`config.mk`:
```
export PLATFORM = sky130hd
export DESIGN_NAME = result_collector
export DESIGN_NICKNAME = d
export VERILOG_FILES = /design/src/rtl/result_collector_pkg.sv /design/src/rtl/result_mem.sv /design/src/rtl/result_collector.sv
export SDC_FILE = /design/constraint.sdc
export NUM_CORES = 1
export LEC_CHECK = 0
export ABC_AREA = 0
export CAP_MARGIN = 20
export CORE_MARGIN = 1
export CORE_UTILIZATION = 45
export DETAILED_ROUTE_END_ITERATION = 8
export PLACE_DENSITY = 0.67
export SLEW_MARGIN = 20
export SYNTH_ARGS = -nofsm -noshare
export SYNTH_HDL_FRONTEND = slang
export SYNTH_SLANG_ARGS = --single-unit
export TNS_END_PERCENT = 20
```
`constraint.sdc`:
```
create_clock -name clk -period 1.95 [get_ports clk]
set_clock_uncertainty 0.15 [all_clocks]
set_input_delay 0.2925 -clock clk [delete_from_list [all_inputs] [get_ports clk]]
set_output_delay 0.2925 -clock clk [all_outputs]
set_load 0.02 [all_outputs]
```
`src/rtl/result_collector_pkg.sv`:
```
// result_collector_pkg
//   Shared definitions for the result collector and its neighbours.
//   - Collector state encoding (also decoded by the display stage).
//   - Result-memory geometry constants.
//   - Segment base addresses inside the result memory, grouped by the
//     compute run that produced the entries.
package result_collector_pkg;

    localparam int RC_DEPTH = 12;   // result entries, addresses 0..RC_DEPTH-1
    localparam int RC_IN_W  = 16;   // incoming unsigned accumulator width
    localparam int RC_AW    = 4;    // address width, 2**RC_AW >= RC_DEPTH

    typedef enum logic [1:0] {
        S_IDLE    = 2'd0,
        S_COLLECT = 2'd1,
        S_DISPLAY = 2'd2
    } rc_state_t;

    // Result segments in write order: single PE, 2x2 array, 3x3 array.
    localparam logic [RC_AW-1:0] SEG_PE_BASE  = 4'd0;
    localparam logic [RC_AW-1:0] SEG_SA2_BASE = 4'd4;
    localparam logic [RC_AW-1:0] SEG_SA3_BASE = 4'd8;
    localparam int               SEG_LEN      = 4;

endpackage

```
`src/rtl/result_mem.sv`:
```
// result_mem
//   DEPTH x 8 register file holding saturated results.
//   Synchronous write, asynchronous (zero-latency) read, asynchronous
//   active-low clear of every entry. Reads outside 0..DEPTH-1 return 0.
// Ports:
//   clk      system clock, rising edge
//   reset    asynchronous active-low clear
//   we       write enable
//   wr_addr  write address
//   wr_data  write data
//   rd_addr  read address
//   rd_data  entry at rd_addr (0 when out of range)
module result_mem
    import result_collector_pkg::*;
#(
    parameter int DEPTH = RC_DEPTH,
    parameter int AW    = RC_AW
) (
    input  logic          clk,
    input  logic          reset,
    input  logic          we,
    input  logic [AW-1:0] wr_addr,
    input  logic [7:0]    wr_data,
    input  logic [AW-1:0] rd_addr,
    output logic [7:0]    rd_data
);

    logic [7:0] mem [DEPTH];

    always_ff @(posedge clk or negedge reset) begin
        if (!reset) begin
            for (int i = 0; i < DEPTH; i++) begin
                mem[i] <= '0;
            end
        end else if (we && (wr_addr < AW'(DEPTH))) begin
            mem[wr_addr] <= wr_data;
        end
    end

    // Address space is larger than DEPTH; unpopulated addresses read 0.
    always_comb begin
        rd_data = '0;
        if (rd_addr < AW'(DEPTH)) begin
            rd_data = mem[rd_addr];
        end
    end

endmodule

```
`src/rtl/result_collector.sv`:
```
// result_collector
//   Captures the accumulator result stream of the compute stage into a
//   small result memory, saturating each result to 8 bits and storing it
//   at sequential addresses. Once DEPTH entries are stored the buffer is
//   handed to the display stage, which reads it through addr_result_i
//   until it reports done.
//
//   state     | meaning
//   ----------+-----------------------------------------------------------
//   S_IDLE    | waiting for start_i; memory holds the previous collection
//   S_COLLECT | storing results at wr_count, busy_o high
//   S_DISPLAY | buffer full and frozen, run_display_o high until done
//
// Ports:
//   clk             system clock, rising edge
//   reset           asynchronous active-low reset
//   start_i         begin / restart a collection (ignored in S_DISPLAY)
//   wr_valid_i      wr_data_i carries a valid result
//   wr_data_i       unsigned accumulator result
//   addr_result_i   display-stage read address
//   done_display_i  display stage finished with the buffer
//   result_o        entry at addr_result_i (combinational)
//   run_display_o   buffer full, display may run
//   busy_o          collection in progress
//   wr_count_o      entries written in the current collection
//   sat_o           sticky: a result was clamped this collection
//   overflow_o      sticky: a result arrived while not collecting
module result_collector
    import result_collector_pkg::*;
#(
    parameter int DEPTH = RC_DEPTH,
    parameter int IN_W  = RC_IN_W,
    parameter int AW    = RC_AW
) (
    input  logic            clk,
    input  logic            reset,
    input  logic            start_i,
    input  logic            wr_valid_i,
    input  logic [IN_W-1:0] wr_data_i,
    input  logic [AW-1:0]   addr_result_i,
    input  logic            done_display_i,
    output logic [7:0]      result_o,
    output logic            run_display_o,
    output logic            busy_o,
    output logic [AW-1:0]   wr_count_o,
    output logic            sat_o,
    output logic            overflow_o
);

    rc_state_t     state;
    rc_state_t     state_nxt;
    logic [AW-1:0] wr_count;
    logic          sat_flag;
    logic          ovf_flag;

    logic          restart;
    logic          mem_we;
    logic          last_write;
    logic          clamp;
    logic [7:0]    sat_data;

    // A start pulse wins over a concurrent write; in S_DISPLAY it is ignored.
    assign restart    = start_i && (state != S_DISPLAY);
    assign mem_we     = (state == S_COLLECT) && wr_valid_i && !start_i;
    assign last_write = (wr_count == AW'(DEPTH - 1));

    assign clamp    = |wr_data_i[IN_W-1:8];
    assign sat_data = clamp ? 8'hFF : wr_data_i[7:0];

    // State register
    always_ff @(posedge clk or negedge reset) begin
        if (!reset) begin
            state <= S_IDLE;
        end else begin
            state <= state_nxt;
        end
    end

    // Next-state logic
    always_comb begin
        state_nxt = state;
        case (state)
            S_IDLE: begin
                if (start_i) begin
                    state_nxt = S_COLLECT;
                end
            end
            S_COLLECT: begin
                if (mem_we && last_write) begin
                    state_nxt = S_DISPLAY;
                end
            end
            S_DISPLAY: begin
                if (done_display_i) begin
                    state_nxt = S_IDLE;
                end
            end
            default: begin
                state_nxt = S_IDLE;
            end
        endcase
    end

    // Output decode; state is registered so these are glitch-free.
    always_comb begin
        run_display_o = 1'b0;
        busy_o        = 1'b0;
        case (state)
            S_COLLECT: busy_o        = 1'b1;
            S_DISPLAY: run_display_o = 1'b1;
            default: begin
                run_display_o = 1'b0;
                busy_o        = 1'b0;
            end
        endcase
    end

    // Write counter and sticky status flags. After the last write the
    // counter rests at DEPTH so the display stage can see a full buffer.
    always_ff @(posedge clk or negedge reset) begin
        if (!reset) begin
            wr_count <= '0;
            sat_flag <= 1'b0;
            ovf_flag <= 1'b0;
        end else if (restart) begin
            wr_count <= '0;
            sat_flag <= 1'b0;
            ovf_flag <= 1'b0;
        end else begin
            if (mem_we) begin
                wr_count <= wr_count + AW'(1);
                if (clamp) begin
                    sat_flag <= 1'b1;
                end
            end
            if (wr_valid_i && (state != S_COLLECT)) begin
                ovf_flag <= 1'b1;
            end
        end
    end

    assign wr_count_o = wr_count;
    assign sat_o      = sat_flag;
    assign overflow_o = ovf_flag;

    result_mem #(
        .DEPTH (DEPTH),
        .AW    (AW)
    ) u_mem (
        .clk     (clk),
        .reset   (reset),
        .we      (mem_we),
        .wr_addr (wr_count),
        .wr_data (sat_data),
        .rd_addr (addr_result_i),
        .rd_data (result_o)
    );

endmodule

```
==> run_results.csv, run 1 <==
group,metric,value,unit
status,status,"finished, violations left",
status,violations,"negative setup slack",
hold_path,min_path_type,"input port to asynchronous set/reset pin",
worst_setup_path,r2r_start,"wr_count_o[0]",
synth,yosysTopAreaCell,"dfrtp_1",
drt,initialDrtViolationCount,142,
place,dp_hpwl,7487,µm
pwr,max-vdd-ir-drop,396.8,µV
clocking,cts_tree,"built",
clocking,cts_root_buf,"clkbuf_8",
clocking,clk_pin_slew,0.10,ns
cells_and_area,antenna_cells,0,
worst_setup_path,critPathMaxStageDelay,0.50,ns
pwr,power_density,728.1,mW/mm²
worst_setup_path,critPathBufInv,1,
drt,via_count,3087,
synth,synth_warnings,0,
sta,relSlewSlack,0.7447,
worst_setup_path,crit_start,"u_mem.mem[3]",
synth,ys_seq_area_frac,0.5226,
run,drv_cap,0,
sta,min_period,2.163,ns
cells_and_area,layout_commonest_cell,"dfrtp_1",
worst_setup_path,end_kind,"output pin",
global_routing,grt_overflow,0,
place,routabilityCongestion,0.7904,
floorplanning,io_pins,41,
sta,setup_violations,8,
synth,netlist_area,0.004980,mm²
drt,wire_per_inst,19.29,µm
worst_setup_path,crit_family,"multiplexers",
clocking,clkSinkCount,104,
worst_setup_path,crit_path_max_fanout,2,
worst_setup_path,path_cells,"mux4_2, a22oi_2, o21ai_2, buf_4",
worst_setup_path,cp.arrival,1.72,ns
drt,drc,0,
worst_setup_path,worstSetupPathType,"flip-flop to output pin",
drt,dr.pass1.iters,4,
drt,finalWirelength,10920,µm
global_routing,grt_pass1_vias,3298,
synth,syn_area_per_cell,15.18,µm²
cells_and_area,finalNetCount,450,
clocking,clkLatencyLatePin,0.36,ns
clocking,cts_buffers,9,
place,port_buffers,40,
global_routing,antenna_found_initial,0,
floorplanning,die_area,0.01149,mm²
sta,min_period_over_period,1.109,
pwr,p_total,4.625,mW
floorplanning,fp-row-count,38,
floorplanning,die_h,107.2,µm
place,post-place-ws,-0.9521,ns
worst_setup_path,critPathLaunchType,"flip-flop",
worst_setup_path,cp_slowest_cell,"mux4_2",
worst_setup_path,required,1.51,ns
cells_and_area,area_delta_synth_final,27.56,%
drt,routed_via_density,5.454,
synth,synthTopCellsByArea,"dfrtp_1, mux2_2, mux4_2",
pwr,p_leak,2.873,nW
sta,rsz0062_at_grt,"true",
synth,synth-seq-cells,104,
synth,yosysTopAreaCellShare,0.5226,
sta,clock.fmax,462.4,MHz
floorplanning,die_w,107.2,µm
cells_and_area,most-common-layout-cells,"dfrtp_1, mux2_2, buf_4, mux4_2, clkdlybuf4s50_1",
clocking,h-tree-depth,3,
sta,max_slew.worst_pin.slew,0.3830,ns
sta,tns,-1.511,ns
cells_and_area,final_layout_size_suffix_gt1_frac,0.5469,
sta,layout_setup_ws,-0.2126,ns
synth,synthCells,328,
clocking,cts_buffer_depth,2,
sta,finalMaxSlewViolations,0,
global_routing,grt_pass1_wl,17880,µm
global_routing,grt_usage,0.2085,
synth,synth_nets,357,
synth,yosysUniqueCellTypes,33,
global_routing,grt_max_degree,47,
floorplanning,initial_core_util,0.4614,
sta,hold_viol,0,
floorplanning,core,0.01079,mm²
drt,ant_nets,0,
[flip-flops by register name (all words and copies together), names as in the netlist]
register / cells
overflow_o: 1
state: 2
u_mem.mem: 96
wr_count_o: 4
sat_o: 1
[synthesized netlist by cell type]
library cell and instances:
a21oi_1 5, a22oi_1 8, a2bb2oi_1 1, a31o_2 1, and2_1 2, and4bb_2 1, buf_2 15, buf_6 2
clkbuf_1 3, clkbuf_4 1, dfrtp_1 104, ha_1 4, inv_1 14, inv_2 1, mux2_2 88, mux2_4 8
mux4_2 24, nand2_1 3, nand2b_1 3, nand3b_1 8, nand4_1 5, nand4b_1 3, nand4bb_1 1, nor2_1 2
nor2b_1 1, nor4_2 2, nor4_4 1, nor4b_4 3, o211a_1 1, o21ai_0 10, o31ai_1 1, or3_1 1
or4_4 1
[layout make-up]
cell class	instances	area, µm²
Clock buffer	11	141.4
Clock inverter	5	80.08
Fill cell	822	4441
Inverter	15	56.30
Multi-Input combinational cell	188	2276
Sequential cell	104	2604
Tap cell	140	175.2
Timing Repair Buffer	103	1020
[per-stage QoR]
stage	hold slack [ns]	util	instance area, µm²	cells
2_1_floorplan	-0.1531	-	4991	328
3_3_place_gp	0.08582	0.5493	5928	539
3_5_place_dp	0.09780	0.5493	5928	539
4_1_cts	0.2382	0.5809	6270	563
5_1_grt	0.2623	0.5886	6352	566
6_report	0.2344	0.5886	6352	566
[kinds of logic after synthesis]
| kind of cell | share of synthesized area |
|---|---|
| AO/OA/AOI/OAI | 0.03417 |
| multiplexers | 0.3317 |
| flip-flops | 0.5226 |
| adder cells (fa/ha/maj) | 0.01005 |
| AND/OR/NAND/NOR | 0.06684 |
| buffers and inverters | 0.03467 |
[path summary, 6_finish.rpt]
path / end / slack [ns] / cells after the start
worst max-delay path: result_o[3] / -0.21 / 4
max in group asynchronous: wr_count_o[0] / 0.82 / 3
worst max register to register: u_mem.mem[1] / 0.04 / 4
worst min register to register: u_mem.mem[26] / 0.36 / 1
worst min-delay path: u_mem.mem[64] / 0.23 / 2
min in group clk: state[1] / 0.35 / 2
[power by group]
group / switching [mW] / internal, mW / leakage [nW]
Clock: 0.715 / 0.757 / 0.106
Combinational: 0.280 / 0.420 / 1.43
Sequential: 0.107 / 2.35 / 1.34
Total: 1.10 / 3.52 / 2.87
[what timing repair did]
| item | in CTS | in global routing |
|---|---|---|
| pin swaps | 7 | 1 |
| gates resized for setup | 62 | 17 |
| setup buffers | 4 | 3 |
| hold buffers | 1 | 0 |
| cloned | 3 | 0 |
| hold endpoints to repair | 26 | 0 |
| endpoints found under the setup margin | 31 | 36 |
[worst reg2reg max path: cells and delay by family (launching register included)]
family                   cells  cell delay, ns
AND/OR/NAND/NOR              1            0.67
adder cells (fa/ha/maj)      1            0.19
buffers and inverters        1            0.07
multiplexers                 1            0.35
flip-flops                   1            0.37
[per-layer routing]
| layer | global-route usage | wire length [µm] | up-vias | part of all wire |
|---|---|---|---|---|
| met2 | 0.3410 | 5459 | 34 | 0.50 |
| met3 | 0.03891 | 244 | 6 | 0.022 |
| met1 | 0.2925 | 5140 | 1638 | 0.47 |
| met4 | 0.04012 | 74 | 0 | 0.0068 |
| li1 | - | - | 1409 | - |
| met5 | 0 | 0 | - | 0 |
(Power assumes the default switching activity.)
==> run 2: changes to the inputs <==
--- a/config.mk
+++ b/config.mk
@@ -10,9 +10,10 @@
 export CORE_MARGIN = 1
 export CORE_UTILIZATION = 45
 export DETAILED_ROUTE_END_ITERATION = 8
+export GPL_TIMING_DRIVEN = 0
 export PLACE_DENSITY = 0.67
 export SLEW_MARGIN = 20
 export SYNTH_ARGS = -nofsm -noshare
 export SYNTH_HDL_FRONTEND = slang
 export SYNTH_SLANG_ARGS = --single-unit
-export TNS_END_PERCENT = 20
+export TNS_END_PERCENT = 30
==> run_results.csv, run 2 (synthesis gave the netlist of run 1 again) <==
group,metric,value,unit
cells_and_area,most-common-layout-cells,"dfrtp_1, mux2_2, clkdlybuf4s50_1, mux4_2, buf_4",
worst_setup_path,crit_start,"u_mem.mem[5]",
clocking,h-tree-depth,3,
hold_path,min_path_type,"input port to asynchronous set/reset pin",
cells_and_area,layout_commonest_cell,"dfrtp_1",
place,dp_hpwl,7271,µm
sta,max_slew.worst_pin.slew,0.5040,ns
clocking,cts_buffers,9,
worst_setup_path,end_kind,"output pin",
floorplanning,core,0.01079,mm²
floorplanning,die_h,107.2,µm
floorplanning,io_pins,41,
place,post_dp_cell_area,0.005565,mm²
pwr,p_leak,2.676,nW
sta,clock.fmax,454.7,MHz
pwr,p_seq_frac,0.554,
worst_setup_path,r2r_cells,5,
sta,hold_viol,0,
pwr,pwr-share-clk,0.301,
pwr,p_comb_frac,0.145,
sta,min_period,2.199,ns
clocking,cts_buffer_depth,2,
cells_and_area,stdcell_area,0.006053,mm²
worst_setup_path,cp.arrival,1.76,ns
global_routing,grt_pass1_vias,3259,
sta,layout_setup_ws,-0.2493,ns
pwr,netSwitchingPower,1.094,mW
worst_setup_path,r2r_start,"state[1]",
place,port_buffers,37,
cells_and_area,utilization,0.5609,
cells_and_area,fill_cells,887,
cells_and_area,finalNetCount,427,
clocking,clkLatencyLatePin,0.37,ns
sta,rsz0062_at_grt,"true",
clocking,cts_tree,"built",
drt,drc,0,
floorplanning,die_area,0.01149,mm²
worst_setup_path,worstSetupPathType,"flip-flop to output pin",
cells_and_area,final_layout_size_suffix_gt1_frac,0.5211,
global_routing,grt_overflow,0,
drt,dr.pass1.iters,4,
worst_setup_path,critPathLaunchType,"flip-flop",
drt,finalWirelength,10580,µm
worst_setup_path,r2r_end,"u_mem.mem[2]",
cells_and_area,area_delta_synth_final,21.56,%
sta,finalMaxSlewViolations,0,
floorplanning,fp-row-count,38,
drt,via_count,2994,
pwr,sw_frac_of_total,0.2483,
drt,wire_per_inst,19.49,µm
status,violations,"negative setup slack",
sta,hold_ws,0.2388,ns
pwr,max-vdd-ir-drop,448.9,µV
worst_setup_path,required,1.51,ns
global_routing,grt_pass1_wl,17420,µm
cells_and_area,antenna_cells,0,
drt,ant_nets,0,
floorplanning,die_w,107.2,µm
sta,min_period_over_period,1.128,
run,drv_cap,0,
status,status,"finished, violations left",
clocking,cts_root_buf,"clkbuf_8",
pwr,power_density,727.8,mW/mm²
floorplanning,initial_core_util,0.4614,
worst_setup_path,crit_path_max_fanout,2,
worst_setup_path,crit_path_end,"result_o[5]",
global_routing,grt_usage,0.2041,
cells_and_area,largest_reg_flops,96,
sta,setup_violations,16,
sta,relSlewSlack,0.6636,
worst_setup_path,r2r_slack,-0.04,ns
cells_and_area,regMostFlops,"u_mem.mem",
clocking,clk_pin_slew,0.10,ns
clocking,clkSinkCount,104,
drt,routed_via_density,5.514,
global_routing,grt_max_degree,66,
global_routing,antenna_found_initial,0,
drt,initialDrtViolationCount,86,
place,routabilityCongestion,0.7879,
pwr,p_int,3.312,mW
## run 2: final cells by class
cell class | instances | area [µm²] | area share
well taps | 140 | 175.2 | 0.02894
multi-input cells | 188 | 2288 | 0.3780
plain buffers | 21 | 145.1 | 0.02398
clock inverters | 5 | 56.30 | 0.009301
repair buffers | 59 | 596.8 | 0.09859
inverters | 15 | 56.30 | 0.009301
clock buffers | 11 | 131.4 | 0.02170
flip-flops and latches | 104 | 2604 | 0.4301
## run 2: through the flow
stage,power [mW],instances,worst slack (ns),setup TNS [ns]
global placement,3.054,505,-3.877,-439.77
floorplan,2.845,328,-0.06331,-0.5928
global route,4.601,543,-0.3043,-2.714
finish,4.405,543,-0.2493,-1.961
detailed placement,3.085,506,-0.8008,-77.87
CTS,4.439,538,-0.2377,-4.175
## run 2: what timing repair did
item                                    in CTS  in global routing
cloned                                       0                  0
hold buffers                                 1                  0
pin swaps                                   17                  2
endpoints found under the hold margin       39                  0
buffers inserted                            15                  5
gates resized for setup                     69                 13
endpoints found under the setup margin     106                 73
## run 2: routing by layer
metal	up-vias	global-route usage	routed length (µm)
met5	-	0	0
met4	0	0.05577	144
met3	16	0.04863	310
met2	47	0.3300	5235
met1	1569	0.2763	4891
li1	1362	-	-
## run 2: worst max-delay path: stages (launching register included)
cell	delay, ns
dfrtp_1	0.40
mux4_2	0.52
a22oi_2	0.19
o21ai_1	0.10
buf_4	0.18
## run 2: power by group through the flow
stage                     registers, mW  logic (mW)  clock network, mW
final                              2.44       0.639               1.32
after floorplan                    2.46       0.389                  0
after detailed placement           2.49       0.598                  0
after global routing               2.47       0.690               1.44
after global placement             2.47       0.579                  0
after CTS                          2.44       0.638               1.36
## run 2: how the worst min path moves through the flow
stage | slack (ns) | depth (start not counted) | end
3_3_place_gp | 0.33 | 1 | u_mem.mem[20]
4_1_cts | 0.24 | 2 | u_mem.mem[82]
6_report | 0.24 | 2 | u_mem.mem[66]
2_1_floorplan | -0.15 | 0 | overflow_o
3_5_place_dp | 0.08 | 1 | u_mem.mem[82]
5_1_grt | 0.26 | 2 | u_mem.mem[82]
==> run 3: changes to the inputs <==
--- a/config.mk
+++ b/config.mk
@@ -7,7 +7,7 @@
 export LEC_CHECK = 0
 export ABC_AREA = 0
 export CAP_MARGIN = 20
-export CORE_MARGIN = 1
+export CORE_MARGIN = 3
 export CORE_UTILIZATION = 45
 export DETAILED_ROUTE_END_ITERATION = 8
 export GPL_TIMING_DRIVEN = 0
==> run_results.csv, run 3 (synthesis gave the netlist of run 1 again) <==
group,metric,value,unit
status,status,"finished, violations left",
status,violations,"negative setup slack",
floorplanning,io_pins,41,
cells_and_area,regMostFlops,"u_mem.mem",
clocking,cts_root_buf,"clkbuf_8",
sta,min_period,2.203,ns
sta,min_period_over_period,1.130,
pwr,pwr-share-clk,0.317,
pwr,netSwitchingPower,1.094,mW
worst_setup_path,critPathLaunchType,"flip-flop",
worst_setup_path,r2r_slack,-0.06,ns
floorplanning,core,0.01056,mm²
floorplanning,die_w,111.2,µm
sta,layout_setup_ws,-0.2534,ns
place,dp_hpwl,7263,µm
worst_setup_path,required,1.51,ns
sta,finalMaxSlewViolations,0,
clocking,cts_buffer_depth,2,
pwr,p_int,3.479,mW
drt,ant_nets,0,
sta,clock.fmax,453.8,MHz
drt,wire_per_inst,19.52,µm
worst_setup_path,crit_path_max_fanout,2,
cells_and_area,final_layout_size_suffix_gt1_frac,0.5136,
worst_setup_path,r2r_cells,5,
drt,initialDrtViolationCount,136,
sta,tns,-2.139,ns
place,dpl.cell_count,502,
sta,setup_violations,21,
clocking,clk_pin_slew,0.10,ns
pwr,p_total,4.573,mW
place,port_buffers,37,
cells_and_area,largest_reg_flops,96,
sta,hold_viol,0,
hold_path,worstHoldEndpoint,"sat_o",
sta,rsz0062_at_grt,"true",
pwr,sw_frac_of_total,0.2393,
clocking,h-tree-depth,3,
place,routabilityCongestion,0.7652,
cells_and_area,finalNetCount,429,
cells_and_area,layout_commonest_cell,"dfrtp_1",
hold_path,hold_start,"start_i",
place,post-place-ws,-0.8617,ns
floorplanning,die_area,0.01236,mm²
global_routing,antenna_found_initial,0,
global_routing,grt_pass1_wl,17440,µm
worst_setup_path,r2r_start,"state[1]",
clocking,clkSinkCount,104,
global_routing,grt_pass1_vias,3137,
floorplanning,die_h,111.2,µm
worst_setup_path,path_cells,"mux4_2, a22oi_2, o21ai_1, buf_2",
pwr,p_leak,2.699,nW
pwr,p_comb_frac,0.149,
global_routing,grt_max_degree,63,
worst_setup_path,cp_slowest_cell,"mux4_2",
worst_setup_path,cp.arrival,1.76,ns
sta,relSlewSlack,0.6602,
drt,drc,0,
cells_and_area,instances_no_fill,541,
drt,routed_via_density,5.564,
global_routing,grt_overflow,0,
drt,dr.pass1.iters,4,
worst_setup_path,worstSetupPathType,"flip-flop to output pin",
drt,via_count,3010,
worst_setup_path,r2r_end,"u_mem.mem[3]",
clocking,cts_buffers,9,
floorplanning,initial_core_util,0.4718,
drt,finalWirelength,10560,µm
global_routing,grt_usage,0.1786,
worst_setup_path,end_kind,"output pin",
hold_path,min_path_type,"input port to flip-flop",
clocking,cts_tree,"built",
pwr,p_seq_frac,0.534,
sta,max_slew.worst_pin.slew,0.5091,ns
cells_and_area,antenna_cells,0,
run,drv_cap,0,
cells_and_area,most-common-layout-cells,"dfrtp_1, mux2_2, clkdlybuf4s50_1, mux4_2, buf_4",
hold_path,hold_depth,2,
worst_setup_path,critPathMaxStageDelay,0.50,ns
cells_and_area,area_delta_synth_final,22.26,%
floorplanning,fp-row-count,37,
pwr,power_density,751.2,mW/mm²
clocking,clkLatencyLatePin,0.36,ns
pwr,max-vdd-ir-drop,437.1,µV
==> run 3: per-layer routing <==
layer / global-route usage / part of all wire / up-vias / wire, µm
li1: - / - / 1364 / -
met1: 0.2564 / 0.48 / 1576 / 5100
met2: 0.2762 / 0.47 / 58 / 4920
met3: 0.02893 / 0.033 / 12 / 352
met4: 0.06326 / 0.017 / 0 / 184
met5: 0 / 0 / - / 0
==> run 3: final cells by class <==
class	count	area (µm²)
fill	843	4467
sequential	104	2604
multi-input combinational	188	2295
timing repair buffer	61	593.1
tap	136	170.2
buffer	21	157.7
clock buffer	11	131.4
clock inverter	5	81.33
inverter	15	56.30
==> run 3: worst max-delay path by stage <==
stage	from	endpoint	slack (ns)	cells past startpoint
2_1_floorplan	wr_count_o[1]	u_mem.mem[0]	-0.06	5
3_3_place_gp	reset	wr_count_o[0]	-3.85	1
3_5_place_dp	addr_result_i[3]	result_o[3]	-0.86	6
4_1_cts	u_mem.mem[5]	result_o[5]	-0.25	4
5_1_grt	u_mem.mem[7]	result_o[7]	-0.33	4
6_report	u_mem.mem[7]	result_o[7]	-0.25	4
==> run 3: power groups by stage <==
stage	clock network (mW)	registers [mW]	logic, mW
floorplan	0	2.46	0.389
global placement	0	2.47	0.579
detailed placement	0	2.48	0.603
CTS	1.48	2.44	0.638
global route	1.58	2.47	0.737
finish	1.45	2.44	0.680
==> run 3: metrics by stage <==
| stage | instance area (µm²) | hold WS [ns] | utilization |
|---|---|---|---|
| finish | 6088 | 0.1764 | 0.5768 |
| global route | 6088 | 0.1871 | 0.5768 |
| CTS | 6043 | 0.1601 | 0.5725 |
| detailed placement | 5560 | 0.09675 | 0.5268 |
| global placement | 5532 | 0.3290 | 0.5241 |
| floorplan | 4991 | -0.1531 | - |
==> run 3: what timing repair did <==
item | 4_1_cts | 5_1_grt
resized for setup | 69 | 8
hold endpoints to repair | 42 | 0
cloned | 1 | 0
setup endpoints to repair | 106 | 56
hold buffers | 1 | 0
buffers inserted | 19 | 2
pin swaps | 18 | 3
==> run 3: critical path: cells and delay by family, from the launching register on <==
kind            cells  cell delay [ns]
flops               1             0.40
buf+inv             1             0.18
mux                 1             0.50
compound gates      2             0.32
